--- src/rtl/io_request_arbiter_pkg.sv ---
// rtl/io_request_arbiter_pkg.sv - shared core types for the non-cached I/O request path
package io_request_arbiter_pkg;

  localparam int NUM_CORES        = 4;
  localparam int CORE_ID_WIDTH    = 4;
  localparam int THREADS_PER_CORE = 4;

  typedef logic [CORE_ID_WIDTH-1:0]            core_id_t;
  typedef logic [$clog2(THREADS_PER_CORE)-1:0] local_thread_idx_t;
  typedef logic [31:0]                         scalar_t;

  typedef struct packed {
    logic              store;
    local_thread_idx_t thread_idx;
    scalar_t           address;
    scalar_t           value;
  } ioreq_packet_t;

  typedef struct packed {
    core_id_t          core;
    local_thread_idx_t thread_idx;
    scalar_t           read_value;
  } iorsp_packet_t;

endpackage

--- src/rtl/io_bus_interface.sv ---
// rtl/io_bus_interface.sv - shared peripheral bus; read_data is valid one cycle after read_en
interface io_bus_interface;
  import io_request_arbiter_pkg::*;

  logic    write_en;
  logic    read_en;
  scalar_t address;
  scalar_t write_data;
  scalar_t read_data;

  modport master (output write_en, output read_en, output address, output write_data,
                  input read_data);
  modport slave  (input write_en, input read_en, input address, input write_data,
                  output read_data);
endinterface

--- src/rtl/io_request_arbiter_rr.sv ---
// rtl/io_request_arbiter_rr.sv - round-robin one-hot arbiter; priority starts after the last winner
module rr_arbiter #(
  parameter int NUM_REQUESTS = 4
) (
  input  logic                    clk,
  input  logic                    reset,
  input  logic [NUM_REQUESTS-1:0] request,
  input  logic                    update_lru,
  output logic [NUM_REQUESTS-1:0] grant_oh
);

  generate
    if (NUM_REQUESTS == 1) begin : g_single
      logic unused_ok;
      assign unused_ok = ^{clk, reset, update_lru};
      assign grant_oh  = request;
    end else begin : g_rr
      localparam int IDX_W = $clog2(NUM_REQUESTS);
      localparam logic [IDX_W:0] N_EXT = (IDX_W+1)'(NUM_REQUESTS);

      // prio holds the index that currently has highest priority
      logic [IDX_W-1:0] prio;
      logic [IDX_W-1:0] prio_nxt;
      logic [IDX_W-1:0] grant_idx;
      logic [IDX_W:0]   pos;
      logic             found;

      always_comb begin
        grant_oh  = '0;
        grant_idx = '0;
        found     = 1'b0;
        pos       = '0;
        for (int i = 0; i < NUM_REQUESTS; i++) begin
          pos = {1'b0, prio} + (IDX_W+1)'(i);
          if (pos >= N_EXT) pos = pos - N_EXT;
          if (!found && request[pos[IDX_W-1:0]]) begin
            grant_oh[pos[IDX_W-1:0]] = 1'b1;
            grant_idx                = pos[IDX_W-1:0];
            found                    = 1'b1;
          end
        end
        prio_nxt = prio;
        if (update_lru && found)
          prio_nxt = (grant_idx == IDX_W'(NUM_REQUESTS - 1)) ? '0 : grant_idx + IDX_W'(1);
      end

      always_ff @(posedge clk or posedge reset) begin
        if (reset) prio <= '0;
        else       prio <= prio_nxt;
      end
    end
  endgenerate

endmodule

--- src/rtl/io_request_arbiter.sv ---
// rtl/io_request_arbiter.sv - arbitrates core I/O requests onto the shared bus
// and broadcasts a response two cycles after each grant.
module io_request_arbiter
  import io_request_arbiter_pkg::*;
#(
  parameter int NUM_REQUESTERS = NUM_CORES
) (
  input  logic                      clk,
  input  logic                      reset,
  input  logic [NUM_REQUESTERS-1:0] ioreq_valid,
  input  ioreq_packet_t             ioreq [NUM_REQUESTERS],
  output logic [NUM_REQUESTERS-1:0] ioreq_ack,
  output logic                      iorsp_valid,
  output iorsp_packet_t             iorsp,
  io_bus_interface.master           io_bus
);

  logic [NUM_REQUESTERS-1:0] grant_oh;
  logic                      any_grant;
  ioreq_packet_t             granted;
  core_id_t                  granted_core;

  rr_arbiter #(.NUM_REQUESTS(NUM_REQUESTERS)) u_rr_arbiter (
    .clk       (clk),
    .reset     (reset),
    .request   (ioreq_valid),
    .update_lru(|ioreq_valid),
    .grant_oh  (grant_oh)
  );

  assign ioreq_ack = grant_oh;
  assign any_grant = |grant_oh;

  always_comb begin
    granted      = '0;
    granted_core = '0;
    for (int i = 0; i < NUM_REQUESTERS; i++) begin
      if (grant_oh[i]) begin
        granted      = ioreq[i];
        granted_core = core_id_t'(i);
      end
    end
  end

  // Issue stage: drives the bus in the cycle after the grant
  logic              wr_en_q, rd_en_q;
  scalar_t           addr_q, wdata_q;
  core_id_t          issue_core_q;
  local_thread_idx_t issue_thread_q;

  always_ff @(posedge clk or posedge reset) begin
    if (reset) begin
      wr_en_q        <= 1'b0;
      rd_en_q        <= 1'b0;
      addr_q         <= '0;
      wdata_q        <= '0;
      issue_core_q   <= '0;
      issue_thread_q <= '0;
    end else begin
      wr_en_q <= any_grant & granted.store;
      rd_en_q <= any_grant & ~granted.store;
      if (any_grant) begin
        addr_q         <= granted.address;
        wdata_q        <= granted.value;
        issue_core_q   <= granted_core;
        issue_thread_q <= granted.thread_idx;
      end
    end
  end

  assign io_bus.write_en   = wr_en_q;
  assign io_bus.read_en    = rd_en_q;
  assign io_bus.address    = addr_q;
  assign io_bus.write_data = wdata_q;

  // Response stage: the slave's read_data arrives in this cycle, so it is passed straight through
  logic              rsp_valid_q, rsp_load_q;
  core_id_t          rsp_core_q;
  local_thread_idx_t rsp_thread_q;

  always_ff @(posedge clk or posedge reset) begin
    if (reset) begin
      rsp_valid_q  <= 1'b0;
      rsp_load_q   <= 1'b0;
      rsp_core_q   <= '0;
      rsp_thread_q <= '0;
    end else begin
      rsp_valid_q  <= wr_en_q | rd_en_q;
      rsp_load_q   <= rd_en_q;
      rsp_core_q   <= issue_core_q;
      rsp_thread_q <= issue_thread_q;
    end
  end

  assign iorsp_valid = rsp_valid_q;

  always_comb begin
    iorsp            = '0;
    iorsp.core       = rsp_core_q;
    iorsp.thread_idx = rsp_thread_q;
    iorsp.read_value = rsp_load_q ? io_bus.read_data : '0;
  end

endmodule

--- src/flat_wrapper.sv ---
// flat-port wrapper written by rule: the top's interface ports become plain ports
module io_request_arbiter_flat import io_request_arbiter_pkg::*;
#(
  parameter int NUM_REQUESTERS = NUM_CORES
)
  (clk, reset, ioreq_valid, ioreq, ioreq_ack, iorsp_valid, iorsp, io_bus_write_en, io_bus_read_en, io_bus_address, io_bus_write_data, io_bus_read_data);
  io_bus_interface io_bus_i ();
  input  logic clk;
  input  logic reset;
  input  logic [NUM_REQUESTERS-1:0] ioreq_valid;
  input  ioreq_packet_t ioreq[NUM_REQUESTERS];
  output logic [NUM_REQUESTERS-1:0] ioreq_ack;
  output logic iorsp_valid;
  output iorsp_packet_t iorsp;
  output wire logic [$bits(io_bus_i.write_en)-1:0] io_bus_write_en;
  output wire logic [$bits(io_bus_i.read_en)-1:0] io_bus_read_en;
  output wire logic [$bits(io_bus_i.address)-1:0] io_bus_address;
  output wire logic [$bits(io_bus_i.write_data)-1:0] io_bus_write_data;
  input wire logic [$bits(io_bus_i.read_data)-1:0] io_bus_read_data;
  assign io_bus_write_en = io_bus_i.write_en;
  assign io_bus_read_en = io_bus_i.read_en;
  assign io_bus_address = io_bus_i.address;
  assign io_bus_write_data = io_bus_i.write_data;
  assign io_bus_i.read_data = io_bus_read_data;
  io_request_arbiter #(.NUM_REQUESTERS(NUM_REQUESTERS)) u_core (.clk(clk), .reset(reset), .ioreq_valid(ioreq_valid), .ioreq(ioreq), .ioreq_ack(ioreq_ack), .iorsp_valid(iorsp_valid), .iorsp(iorsp), .io_bus(io_bus_i));
endmodule
--- config.mk ---
export PLATFORM = sky130hd
export DESIGN_NAME = io_request_arbiter_flat
export DESIGN_NICKNAME = d
export VERILOG_FILES = /design/src/rtl/io_request_arbiter_pkg.sv /design/src/rtl/io_bus_interface.sv /design/src/rtl/io_request_arbiter_rr.sv /design/src/rtl/io_request_arbiter.sv /design/src/flat_wrapper.sv
export SDC_FILE = /design/constraint.sdc
export NUM_CORES = 1
export LEC_CHECK = 0
export CORE_AREA = 2 2 161 163
export DETAILED_ROUTE_END_ITERATION = 10
export DIE_AREA = 0 0 163 165
export PLACE_DENSITY = 0.52
export SLEW_MARGIN = 15
export SYNTH_ARGS = -nofsm -noshare
export SYNTH_HDL_FRONTEND = slang
export SYNTH_SLANG_ARGS = --single-unit
--- constraint.sdc ---
create_clock -name clk -period 7 [get_ports clk]
set_input_delay 1.05 -clock clk [delete_from_list [all_inputs] [get_ports clk]]
set_output_delay 1.05 -clock clk [all_outputs]
set_load 0.01 [all_outputs]
==> flow_results.org <==
** Run status
- The flow ran to the end, and the final reports show no timing, DRC or antenna violations.

** Synth
- Most frequent cells after synthesis :: sky130_fd_sc_hd__nor2_1, sky130_fd_sc_hd__a21oi_1, sky130_fd_sc_hd__dfrtp_1
- Of the total synthesized cell area, the portion taken by AND, OR, NAND and NOR gates is 26.1%.
- The cell area that synthesis handed to floorplanning was around 5500 sq um.
- Synthesis produced a netlist whose cell count is 729.
- The biggest area contributor in the post-synthesis netlist is sky130_fd_sc_hd__dfrtp_1.
- Mux share of post-synthesis cell area :: 2.63%
- The synthesized netlist devotes 27.6% of its cell area to compound gates.
- Yosys mapped a number of flops with a built-in enable equal to 0.
- Most area-consuming cells after synthesis :: sky130_fd_sc_hd__dfrtp_1, sky130_fd_sc_hd__nor2_1, sky130_fd_sc_hd__a21oi_1
- After Yosys synthesis, full adders, half adders and majority gates account for 1.59% of the synthesized area.
- Mapped Avg Cell Area :: 7.58 sq um
- Summing the areas of all xor and xnor instances in the mapped netlist gives 0% of the synthesized area.
- Share of synthesized area occupied by flip-flops and latches :: 35.3%
- Top-area cell type share of the netlist area :: a little over a third
- The synthesized design contains 78 register bits.
- Total number of yosys warnings :: 0
- Number of library cell types mapped by synthesis :: 45
- By area, the combinational part of the netlist is dominated by compound AO/OA/AOI/OAI gates.
- Most numerous cell in the Yosys netlist :: sky130_fd_sc_hd__nor2_1
- Primary FF master, synth :: sky130_fd_sc_hd__dfrtp_1
- Fraction of registers with async set/reset :: between 90% and 100%

** Placed design
- Post-DP HPWL :: between 20 and 25 mm
- Total of buffers placed on input and output ports :: about 410
- Gpl congestion :: 0.864

** Timing
- For the final routed database, the setup TNS stands at 0 ps.
- For the pin with the worst max-slew slack, the measured transition is 988 ps.
- Total count of hold-check failures in the final report :: 0
- Highest achievable clock rate :: between 0.15 and 0.2 GHz
- The number of slew-limit violations in the final report came to 0.
- After layout, the worst path uses between 70 and 80% of the clock period.
- Unrepaired setup endpoints after global routing :: no
- Clock skew :: 6.90 ps
- Setup violations remaining at the end of the flow were counted as 0.
- Period minus WS final :: approximately 5400 ps
- Max-slew headroom :: around 34%

** Detailed routing
- In this run, the number of DRC markers left after iteration 0 of detailed routing was 344.
- TritonRoute pass-1 iters :: 4
- Wire length per cell after detailed routing :: 19.8 um
- Count of antenna-violating nets left after detailed routing :: 0
- Via density per instance :: roughly 4.7
- For this block, the via count after detailed routing is around 6800.
- In the routed design, unresolved DRC markers number 0.
- Final Routed Wirelength :: 28.3 mm

** Clocking
- No sink is reached through more buffers than the 2 on the longest clock path.
- TritonCTS built the clock tree.
- TritonCTS created 9 clock buffers.
- Clock-pin slew was measured on the worst setup and hold paths at 60 ps.
- For this design, the CTS-stage hold fixing added 0 buffers.
- Post-CTS repair changed the size of 0 cells.
- Htree depth :: 3
- Clock tree synthesis selected as its root buffer the cell sky130_fd_sc_hd__clkbuf_16.
- The tree built by TritonCTS fans out to just under 80 sinks.
- At the later pin of the worst-skew pair, clock insertion delay measures 340 ps.
- Post CTS Setup Buffer Count :: 0

** Critical path
- The worst setup path is launched from a flip-flop.
- Data on the critical path is required at its endpoint by around 6000 ps.
- Worst Setup End Kind :: primary output
- Category of the critical setup timing path :: reg2out
- Critical Path Fanout Max :: 28
- Worst path arrival time :: 4380 ps

** Finish
- Final Net Count :: ~1400
- Final core occ :: 40.7%
- From synthesis to final layout, the design area changed by 84.3%.
- After filler insertion, the fill cell instance count of the layout stands at 2573.
- In the final layout, the share of cells above drive strength 1 is ~4%.

** Die
- 415 I/O pins were placed.
- Rows :: 58
- The die covers approximately 27000 sq um.
- Measured along the y axis, the die boundary spans 165 um.
- Standard cell core area :: 25000 sq um
- Measured along the x axis, the die boundary spans 163 um.
- Once the floorplan was initialized, standard cells occupied ~22% of the core.

** GRT
- Summed over all layers, the global routing overflow is 0.
- Number of global-route vias before repair :: 6741
- Global routing used slightly below 20% of the available tracks.
- The initial antenna violation count was 2.
- Pin count of the biggest net entering global routing :: 74
- The first global-routing pass estimated 40.4 mm of wire.

** Flow run
- Max-cap violations in this run came to 0.

** Worst hold path
- The worst hold path begins at u_core.issue_core_q[1].
- Worst hold-check path type :: reg2reg

** Pwr
- The analysis attributes to cell leakage a power of 0.00400 uW.
- After layout, the design draws a total of roughly 5500 uW.
- PwrDens :: 541 nW/um^2
- VDD IR-drop max :: 344 uV
[area by class of cell]
cell class	count	area, sq um	area share (%)
Clock inverter	4	95.1	0.934
Sequential cell	78	1950	19.2
Multi-Input combinational cell	574	3240	31.8
Inverter	8	31.3	0.307
Antenna cell	2	5.00	0.0492
Tap cell	330	413	4.06
Timing Repair Buffer	423	4210	41.3
Clock buffer	11	243	2.38
[layer usage]
| metal | wire [um] | GRT usage (%) | vias to the layer above |
|---|---|---|---|
| met5 | 0 | 0 | - |
| met1 | 11100 | 22.7 | 3169 |
| met4 | 657 | 7.20 | 0 |
| met2 | 13900 | 34.9 | 306 |
| li1 | - | - | 3286 |
| met3 | 2620 | 6.28 | 29 |
[where the power goes]
group,internal [uW],switching (uW)
logic,1750,2290
clock network,356,188
registers,734,181
[through the flow]
stage               instance area [sq um]  setup WS, ps  hold slack [ps]  cells
global route                        10200          1310              388   1429
CTS                                 10200          1590              379   1428
finish                              10200          1570              378   1430
global placement                     9840          1590              360   1413
floorplan                            5530          3190              354    730
detailed placement                   9840          1400              364   1413
[final timing paths]
kind / cells after the start / slack (ps) / end
setup / recovery: 8 / 1570 / ioreq_ack[3]
hold / removal: 0 / 380 / u_core.rsp_core_q[1]
setup reg to reg: 10 / 1730 / u_core.io_bus.address[4]
hold reg to reg: 0 / 380 / u_core.rsp_core_q[1]
max in group asynchronous: 3 / 4930 / u_core.io_bus.write_data[29]
min in group asynchronous: 2 / 890 / u_core.io_bus.write_data[20]
[worst max-delay path: stages (launching register included)]
cell	delay [ps]
sky130_fd_sc_hd__dfrtp_1	880
sky130_fd_sc_hd__inv_1	310
sky130_fd_sc_hd__ha_1	580
sky130_fd_sc_hd__mux4_2	650
sky130_fd_sc_hd__nor2b_1	230
sky130_fd_sc_hd__a221o_1	200
sky130_fd_sc_hd__a22oi_2	70
sky130_fd_sc_hd__inv_2	440
sky130_fd_sc_hd__clkdlybuf4s50_1	670
[kinds of logic after synthesis]
group / Yosys count
DFF: 78
buffers and inverters: 78
AOI/OAI and AO/OA: 232
and+or+nand+nor: 322
muxes: 11
other: 1
adders and majority gates: 7
[cells in the final DEF (no fill, tap or decap), types with 2 or more instances in the layout]
cell / n
sky130_fd_sc_hd__mux2_2: 2
sky130_fd_sc_hd__nand2b_1: 4
sky130_fd_sc_hd__a21o_1: 8
sky130_fd_sc_hd__ha_1: 7
sky130_fd_sc_hd__a21oi_1: 124
sky130_fd_sc_hd__and2_1: 32
sky130_fd_sc_hd__nor2b_1: 4
sky130_fd_sc_hd__inv_2: 3
sky130_fd_sc_hd__o22ai_1: 2
sky130_fd_sc_hd__a22oi_2: 2
sky130_fd_sc_hd__clkinv_2: 2
sky130_fd_sc_hd__bufinv_16: 3
sky130_fd_sc_hd__clkbuf_16: 9
sky130_fd_sc_hd__or2_2: 3
sky130_fd_sc_hd__o22a_1: 62
sky130_fd_sc_hd__a221o_1: 3
sky130_fd_sc_hd__dfrtp_1: 78
sky130_fd_sc_hd__a2111oi_0: 4
sky130_fd_sc_hd__a211oi_1: 7
sky130_fd_sc_hd__mux2i_2: 2
sky130_fd_sc_hd__o211ai_1: 2
sky130_fd_sc_hd__o21ai_0: 4
sky130_fd_sc_hd__mux4_2: 2
sky130_fd_sc_hd__diode_2: 2
sky130_fd_sc_hd__a22oi_1: 2
sky130_fd_sc_hd__conb_1: 2
sky130_fd_sc_hd__nand2_1: 7
sky130_fd_sc_hd__nand3_1: 60
sky130_fd_sc_hd__nand3b_1: 2
sky130_fd_sc_hd__mux2i_1: 5
sky130_fd_sc_hd__and3_1: 11
sky130_fd_sc_hd__inv_1: 4
sky130_fd_sc_hd__nor2_1: 194
sky130_fd_sc_hd__buf_4: 11
sky130_fd_sc_hd__o2bb2ai_1: 6
sky130_fd_sc_hd__clkdlybuf4s50_1: 412
[sequential cells by signal (all words and copies together) (netlist names), named ones only]
register                       flops
u_core.io_bus.write_data          32
u_core.iorsp_valid                 1
u_core.rsp_core_q                  2
u_core.io_bus.address             32
u_core.issue_thread_q              2
u_core.issue_core_q                2
u_core.u_rr_arbiter.g_rr.prio      1
u_core.rsp_load_q                  1
u_core.rsp_thread_q                2
u_core.io_bus.read_en              1
u_core.io_bus.write_en             1
Power figures use the tool's default switching activity.
